`src/rtl/vga_pkg.sv`:
```
// Shared phase type, default 640x480@60 timing and small helpers
// for the VGA scan sequencer (vga_timing_ctrl).
package vga_pkg;

    typedef enum logic [1:0] {
        SYNC,
        BP,
        ACTIVE,
        FP
    } vga_phase_t;

    localparam int VGA_CLK_DIV  = 2;
    localparam int VGA_H_ACTIVE = 640;
    localparam int VGA_H_FP     = 16;
    localparam int VGA_H_SYNC   = 96;
    localparam int VGA_H_BP     = 48;
    localparam int VGA_V_ACTIVE = 480;
    localparam int VGA_V_FP     = 10;
    localparam int VGA_V_SYNC   = 2;
    localparam int VGA_V_BP     = 33;
    localparam int VGA_FB_W     = 320;

    function automatic int phase_len(
        vga_phase_t phase,
        int         sync,
        int         bp,
        int         act,
        int         fp
    );
        case (phase)
            SYNC:    return sync;
            BP:      return bp;
            ACTIVE:  return act;
            default: return fp;
        endcase
    endfunction

    // FP wraps back to SYNC through the 2-bit encoding.
    function automatic vga_phase_t next_phase(vga_phase_t phase);
        return vga_phase_t'(phase + 2'd1);
    endfunction

    function automatic int cnt_w(int a, int b, int c, int d);
        int m;
        m = a;
        if (b > m) m = b;
        if (c > m) m = c;
        if (d > m) m = d;
        return (m > 1) ? $clog2(m) : 1;
    endfunction

endpackage

```
`src/rtl/vga_axis_seq.sv`:
```
// One scan axis: SYNC -> BP -> ACTIVE -> FP phase FSM with a phase
// counter that clears on every phase change; wrap marks FP -> SYNC.
module vga_axis_seq
    import vga_pkg::*;
#(
    parameter int SYNC_LEN = VGA_H_SYNC,
    parameter int BP_LEN   = VGA_H_BP,
    parameter int ACT_LEN  = VGA_H_ACTIVE,
    parameter int FP_LEN   = VGA_H_FP,
    parameter int PW       = cnt_w(SYNC_LEN, BP_LEN, ACT_LEN, FP_LEN)
) (
    input  logic          clk,
    input  logic          reset_n,
    input  logic          step,
    output vga_phase_t    phase,
    output logic [PW-1:0] pos,
    output logic          wrap
);

    vga_phase_t    phase_q;
    vga_phase_t    phase_d;
    logic [PW-1:0] pos_q;
    logic [PW-1:0] pos_d;
    logic          last;

    always_comb begin
        last = (int'(pos_q) ==
                phase_len(phase_q, SYNC_LEN, BP_LEN, ACT_LEN, FP_LEN) - 1);
        phase_d = phase_q;
        pos_d   = pos_q;
        if (step) begin
            if (last) begin
                phase_d = next_phase(phase_q);
                pos_d   = '0;
            end else begin
                pos_d = pos_q + 1'b1;
            end
        end
        wrap = step && (phase_q == FP) && last;
    end

    always_ff @(posedge clk or negedge reset_n) begin
        if (!reset_n) begin
            phase_q <= SYNC;
            pos_q   <= '0;
        end else begin
            phase_q <= phase_d;
            pos_q   <= pos_d;
        end
    end

    assign phase = phase_q;
    assign pos   = pos_q;

endmodule

```
`src/rtl/vga_timing_ctrl.sv`:
```
// VGA scan sequencer: pixel-rate divider, H/V phase FSMs, sync/blank,
// coordinates and 2x-upscaled framebuffer address. `VGA_FRAME_CNT_EN adds frame_cnt/frame_odd.
module vga_timing_ctrl
    import vga_pkg::*;
#(
    parameter int CLK_DIV   = VGA_CLK_DIV,
    parameter int H_ACTIVE  = VGA_H_ACTIVE,
    parameter int H_FP      = VGA_H_FP,
    parameter int H_SYNC    = VGA_H_SYNC,
    parameter int H_BP      = VGA_H_BP,
    parameter int V_ACTIVE  = VGA_V_ACTIVE,
    parameter int V_FP      = VGA_V_FP,
    parameter int V_SYNC    = VGA_V_SYNC,
    parameter int V_BP      = VGA_V_BP,
    parameter int FB_W      = VGA_FB_W,
    localparam int XW = (H_ACTIVE > 1) ? $clog2(H_ACTIVE) : 1,
    localparam int YW = (V_ACTIVE > 1) ? $clog2(V_ACTIVE) : 1,
    localparam int AW = (FB_W * V_ACTIVE / 2 > 1) ?
                        $clog2(FB_W * V_ACTIVE / 2) : 1
) (
    input  logic          clk,
    input  logic          reset_n,
    input  logic          enable,
    output logic          vga_clk,
    output logic          pix_tick,
    output logic          hsync_n,
    output logic          vsync_n,
    output logic          blank_n,
    output logic [XW-1:0] x,
    output logic [YW-1:0] y,
    output logic          line_start,
    output logic          frame_start,
`ifdef VGA_FRAME_CNT_EN
    output logic [AW-1:0] fb_addr,
    output logic [15:0]   frame_cnt,
    output logic          frame_odd
`else
    output logic [AW-1:0] fb_addr
`endif
);

    localparam int DW  = (CLK_DIV > 1) ? $clog2(CLK_DIV) : 1;
    localparam int HPW = cnt_w(H_SYNC, H_BP, H_ACTIVE, H_FP);
    localparam int VPW = cnt_w(V_SYNC, V_BP, V_ACTIVE, V_FP);

    logic [DW-1:0]  div_q;
    logic [DW-1:0]  div_d;
    logic           div_last;
    logic           run_q;
    logic           tick;
    logic           vga_clk_q;
    logic           vga_clk_d;

    vga_phase_t     h_phase;
    vga_phase_t     h_nphase;
    logic [HPW-1:0] h_pos;
    logic [HPW-1:0] h_npos;
    logic           h_last;
    logic           h_wrap;

    vga_phase_t     v_phase;
    vga_phase_t     v_nphase;
    logic [VPW-1:0] v_pos;
    logic [VPW-1:0] v_npos;
    logic           v_last;
    logic           v_wrap;

    logic           hsync_n_q;
    logic           hsync_n_d;
    logic           vsync_n_q;
    logic           vsync_n_d;
    logic           blank_n_q;
    logic           blank_n_d;
    logic [XW-1:0]  x_q;
    logic [XW-1:0]  x_d;
    logic [YW-1:0]  y_q;
    logic [YW-1:0]  y_d;
    logic [AW-1:0]  fb_addr_q;
    logic [AW-1:0]  fb_addr_d;
    logic           line_start_c;
    logic           frame_start_c;

    // run_q keeps the strobe low while reset is held, even with CLK_DIV=1.
    always_comb begin
        div_last = (int'(div_q) == CLK_DIV - 1);
        tick     = enable && run_q && div_last;
        div_d    = div_q;
        if (enable) begin
            div_d = div_last ? '0 : div_q + 1'b1;
        end
        vga_clk_d = (int'(div_d) >= CLK_DIV / 2);
    end

    vga_axis_seq #(
        .SYNC_LEN (H_SYNC),
        .BP_LEN   (H_BP),
        .ACT_LEN  (H_ACTIVE),
        .FP_LEN   (H_FP),
        .PW       (HPW)
    ) u_h_axis (
        .clk      (clk),
        .reset_n  (reset_n),
        .step     (tick),
        .phase    (h_phase),
        .pos      (h_pos),
        .wrap     (h_wrap)
    );

    vga_axis_seq #(
        .SYNC_LEN (V_SYNC),
        .BP_LEN   (V_BP),
        .ACT_LEN  (V_ACTIVE),
        .FP_LEN   (V_FP),
        .PW       (VPW)
    ) u_v_axis (
        .clk      (clk),
        .reset_n  (reset_n),
        .step     (h_wrap),
        .phase    (v_phase),
        .pos      (v_pos),
        .wrap     (v_wrap)
    );

    // Look-ahead of the axis registers so outputs land with them.
    always_comb begin
        h_last = (int'(h_pos) ==
                  phase_len(h_phase, H_SYNC, H_BP, H_ACTIVE, H_FP) - 1);
        v_last = (int'(v_pos) ==
                  phase_len(v_phase, V_SYNC, V_BP, V_ACTIVE, V_FP) - 1);

        h_nphase = h_phase;
        h_npos   = h_pos;
        if (h_wrap) begin
            h_nphase = SYNC;
            h_npos   = '0;
        end else if (tick) begin
            if (h_last) begin
                h_nphase = next_phase(h_phase);
                h_npos   = '0;
            end else begin
                h_npos = h_pos + 1'b1;
            end
        end

        v_nphase = v_phase;
        v_npos   = v_pos;
        if (v_wrap) begin
            v_nphase = SYNC;
            v_npos   = '0;
        end else if (h_wrap) begin
            if (v_last) begin
                v_nphase = next_phase(v_phase);
                v_npos   = '0;
            end else begin
                v_npos = v_pos + 1'b1;
            end
        end

        line_start_c  = tick && (h_phase == BP) && h_last;
        frame_start_c = line_start_c && (v_phase == ACTIVE) &&
                        (v_pos == '0);

        hsync_n_d = (h_nphase != SYNC);
        vsync_n_d = (v_nphase != SYNC);
        blank_n_d = (h_nphase == ACTIVE) && (v_nphase == ACTIVE);
        x_d       = (h_nphase == ACTIVE) ? h_npos[XW-1:0] : x_q;
        y_d       = (v_nphase == ACTIVE) ? v_npos[YW-1:0] : y_q;

        fb_addr_d = fb_addr_q;
        if (enable) begin
            fb_addr_d = AW'(y_q >> 1) * AW'(FB_W) + AW'(x_q >> 1);
        end
    end

    always_ff @(posedge clk or negedge reset_n) begin
        if (!reset_n) begin
            run_q     <= 1'b0;
            div_q     <= '0;
            vga_clk_q <= 1'b0;
            hsync_n_q <= 1'b1;
            vsync_n_q <= 1'b1;
            blank_n_q <= 1'b0;
            x_q       <= '0;
            y_q       <= '0;
            fb_addr_q <= '0;
        end else begin
            run_q     <= 1'b1;
            div_q     <= div_d;
            vga_clk_q <= vga_clk_d;
            hsync_n_q <= hsync_n_d;
            vsync_n_q <= vsync_n_d;
            blank_n_q <= blank_n_d;
            x_q       <= x_d;
            y_q       <= y_d;
            fb_addr_q <= fb_addr_d;
        end
    end

`ifdef VGA_FRAME_CNT_EN
    logic [15:0] frame_cnt_q;
    logic [15:0] frame_cnt_d;

    always_comb begin
        frame_cnt_d = frame_cnt_q;
        if (frame_start_c) begin
            frame_cnt_d = frame_cnt_q + 16'd1;
        end
    end

    always_ff @(posedge clk or negedge reset_n) begin
        if (!reset_n) begin
            frame_cnt_q <= '0;
        end else begin
            frame_cnt_q <= frame_cnt_d;
        end
    end

    assign frame_cnt = frame_cnt_q;
    assign frame_odd = frame_cnt_q[0];
`endif

    assign vga_clk     = vga_clk_q;
    assign pix_tick    = tick;
    assign hsync_n     = hsync_n_q;
    assign vsync_n     = vsync_n_q;
    assign blank_n     = blank_n_q;
    assign x           = x_q;
    assign y           = y_q;
    assign line_start  = line_start_c;
    assign frame_start = frame_start_c;
    assign fb_addr     = fb_addr_q;

endmodule
```
`config.mk`:
```
export PLATFORM = sky130hd
export DESIGN_NAME = vga_timing_ctrl
export DESIGN_NICKNAME = d
export VERILOG_FILES = /design/src/rtl/vga_pkg.sv /design/src/rtl/vga_axis_seq.sv /design/src/rtl/vga_timing_ctrl.sv
export SDC_FILE = /design/constraint.sdc
export NUM_CORES = 1
export LEC_CHECK = 0
export ABC_AREA = 0
export CAP_MARGIN = 10
export CELL_PAD_IN_SITES_DETAIL_PLACEMENT = 1
export CELL_PAD_IN_SITES_GLOBAL_PLACEMENT = 1
export CORE_MARGIN = 10
export CORE_UTILIZATION = 44
export DETAILED_ROUTE_END_ITERATION = 10
export PLACE_DENSITY = 0.89
export SYNTH_ARGS = -nofsm -noshare
export SYNTH_HDL_FRONTEND = slang
export SYNTH_SLANG_ARGS = --single-unit
```
`constraint.sdc`:
```
create_clock -name clk -period 3.85 [get_ports clk]
set_clock_uncertainty 0.2 [all_clocks]
set_input_delay 0.5775 -clock clk [delete_from_list [all_inputs] [get_ports clk]]
set_output_delay 0.5775 -clock clk [all_outputs]
set_load 0.03 [all_outputs]
```
==> metrics <==
DRC 0; Leak approximately 0.0021 uW; ys async rst share 100.0%; H-tree levels 3; CP Launch Point u_h_axis.phase[0]$_DFF_PN0_; synth-to-layout area growth 22.22%; GR Util All Layers between 10% and 20%; die area approximately 0.012 mm2; total inserted antenna cells 0; slowest cell on the critical path dfrtp_1; first-pass GRT wire length 16810 um; DRT antenna net count 0; setup ws final 255.0 ps; WP data arrival approximately 2800 ps; total gr overflow 0; crit-path cells inv_1 -> ha_1 -> ha_1 -> xor2_1 -> o31a_1 -> and4_4 -> and3_1 -> buf_4; synth warn 0; vias in the first global route about 3300; Fmax 278.2 MHz; CP Max Fanout 15; vias post-DR approximately 2800; clk_lat worst skew ~340 ps; Post-Synthesis Cells approximately 340; Post-Syn Area 0.003705 mm2; CP endpoint kind output pin; CP Launch Type flop; core box area between 0.008 and 0.009 mm2; Avg Inst Size Synth between 10 and 15 um2; Row Count 33; max cap viols 0; TritonCTS clock tree yes; Num CTS Buffers 9; clock root buffer master clkbuf_8; Worst-Margin Slew between 1000 and 1500 ps; routability cong. 0.8425; clock-pin slew on the worst setup and hold paths 70 ps; minimum clock period roughly 3600 ps; I/O pin count 46; DR pass1 iterations 4; Die Wd around 110 um; DP Wirelength just over 7000 um; Final Setup Violations 0; reg-to-reg startpoint u_v_axis.phase[0]$_DFF_PN0_; die height 111.8 um; share of layout cells above drive strength 1 ~15%; Hold Path Class in2async; slew margin rel. 28.80%; Setup CP Type reg2out; PD cells 351.9 mW/mm2; most frequent cells in the layout dfrtp_1, clkdlybuf4s50_1, ha_1; Layout Cells excl Fill 500; largest net degree at the start of global routing 46; most used cell, CP ha_1; Placed Instance Area between 0.004 and 0.005 mm2; maximum vdd ir drop roughly 0.00015 V; status finished clean; drt wl/cell 20.19 um; number of synthesized register bits 64; RSZ-0062 raised after global routing no; Setup Buffers After CTS 0; required time worst endpoint a little over 3000 ps; initial antenna violation count 0; number of port buffers 45; final hold viol count 0; Cell variety after synth 55; Clock Tree Buf Depth 2; delay-heaviest family, CP adder cells; DP Worst Slack between 200 and 300 ps; Worst Path Buf+Inv 2; final period utilization between 90 and 100%; total placed cells including tap cells around 480; number of synthesized flops with an enable pin 0; max incr delay on CP 500 ps; Initial Util a little under half; Sink Count 64; Nets roughly 430; Syn Nets 375; initial DRC count just under 100; predominant post-synthesis flop cell dfrtp_1; Seq/Total Area, Yosys between 40% and 50%; Max Slew Vio Count 0; setup TNS 0 ps; drt via density 5.642; drt total wl slightly above 10000 um; Design Area, Final 0.004528 mm2; most common cell after layout, fill and taps aside dfrtp_1
-- per-layer routing --
metal	vias to the layer above	part of all wire (%)	GRT usage, %
met2	62	54	29.60
met1	1452	39	17.12
met3	19	4.9	4.563
met4	0	2.1	6.170
li1	1288	-	-
met5	-	0	0
-- state kept, by name (all words and copies together) (netlist names) --
name / count
fb_addr: 17
u_h_axis.pos: 10
x: 10
u_v_axis.pos: 9
y: 9
u_h_axis.phase: 2
u_v_axis.phase: 2
blank_n: 1
div_last: 1
hsync_n: 1
run_q: 1
vsync_n: 1
-- report_power, final --
group | total [uW] | switching (uW) | internal [uW]
Clock | 735 | 271 | 464
Sequential | 734 | 34.4 | 700
Combinational | 124 | 79.6 | 44.1
-- Yosys cell counts (5+ instances only) --
library cell,count,share of area [%]
nor2_1,23,2.3
xnor2_1,13,3.1
nor3_1,5,0.68
nand3_1,11,1.5
mux2_4,6,2.4
and2_1,5,0.84
clkbuf_1,6,0.61
o21ai_0,10,1.4
xor2_1,16,3.8
mux2_2,20,6.1
nand2_1,21,2.1
and3_1,5,0.84
ha_1,31,10
nand4_1,6,1.0
dfrtp_1,62,42
a21oi_1,10,1.4
inv_1,20,2.0
-- path summary, 6_finish.rpt --
path	slack [ps]	cells after the start	to
max in group asynchronous	2400	2	vsync_n$_DFF_PN1_
max reg2reg	350	7	y[4]$_DFFE_PN0N_
max	260	8	frame_start
min in group clk	280	1	fb_addr[16]$_DFFE_PN0P_
min	230	1	u_v_axis.pos[0]$_DFF_PN0_
min reg2reg	280	1	fb_addr[16]$_DFFE_PN0P_
-- through the flow --
| step | util (%) | power [uW] | hold slack (ps) |
|---|---|---|---|
| after global routing | 55.11 | 1654 | 309.1 |
| after floorplan | - | 802.2 | 81.91 |
| final | 55.11 | 1593 | 231.7 |
| after detailed placement | 51.99 | 866.6 | 274.6 |
| after global placement | 51.99 | 856.5 | 259.8 |
| after CTS | 55.09 | 1606 | 252.7 |
-- kinds of logic (layout without fill, tap and decap cells) --
group           count (synthesis)  count (layout)  synth area share (%)
xor+xnor                       29              29                 6.856
fa+ha+maj                      33              33                 11.55
simple gates                   98              98                 14.12
other cells                     1               1                0.1012
compound gates                 54              54                 11.48
buf+inv                        31              87                 3.276
flops                          64              64                 43.30
mux                            29              29                 9.321
-- cell type report --
class,instances,area (um2)
Timing Repair Buffer,50,478.0
Sequential cell,64,1604
Clock buffer,11,151.4
Clock inverter,5,102.6
Fill cell,892,3689
Inverter,21,78.83
Multi-Input combinational cell,244,1982
Tap cell,105,131.4
-- what timing repair did --
| action | 4_1_cts | 5_1_grt |
|---|---|---|
| endpoints found under the setup margin | 1 | 2 |
| gates resized for setup | 1 | 1 |
| hold buffers | 0 | 0 |
(Power assumes the default switching activity.)
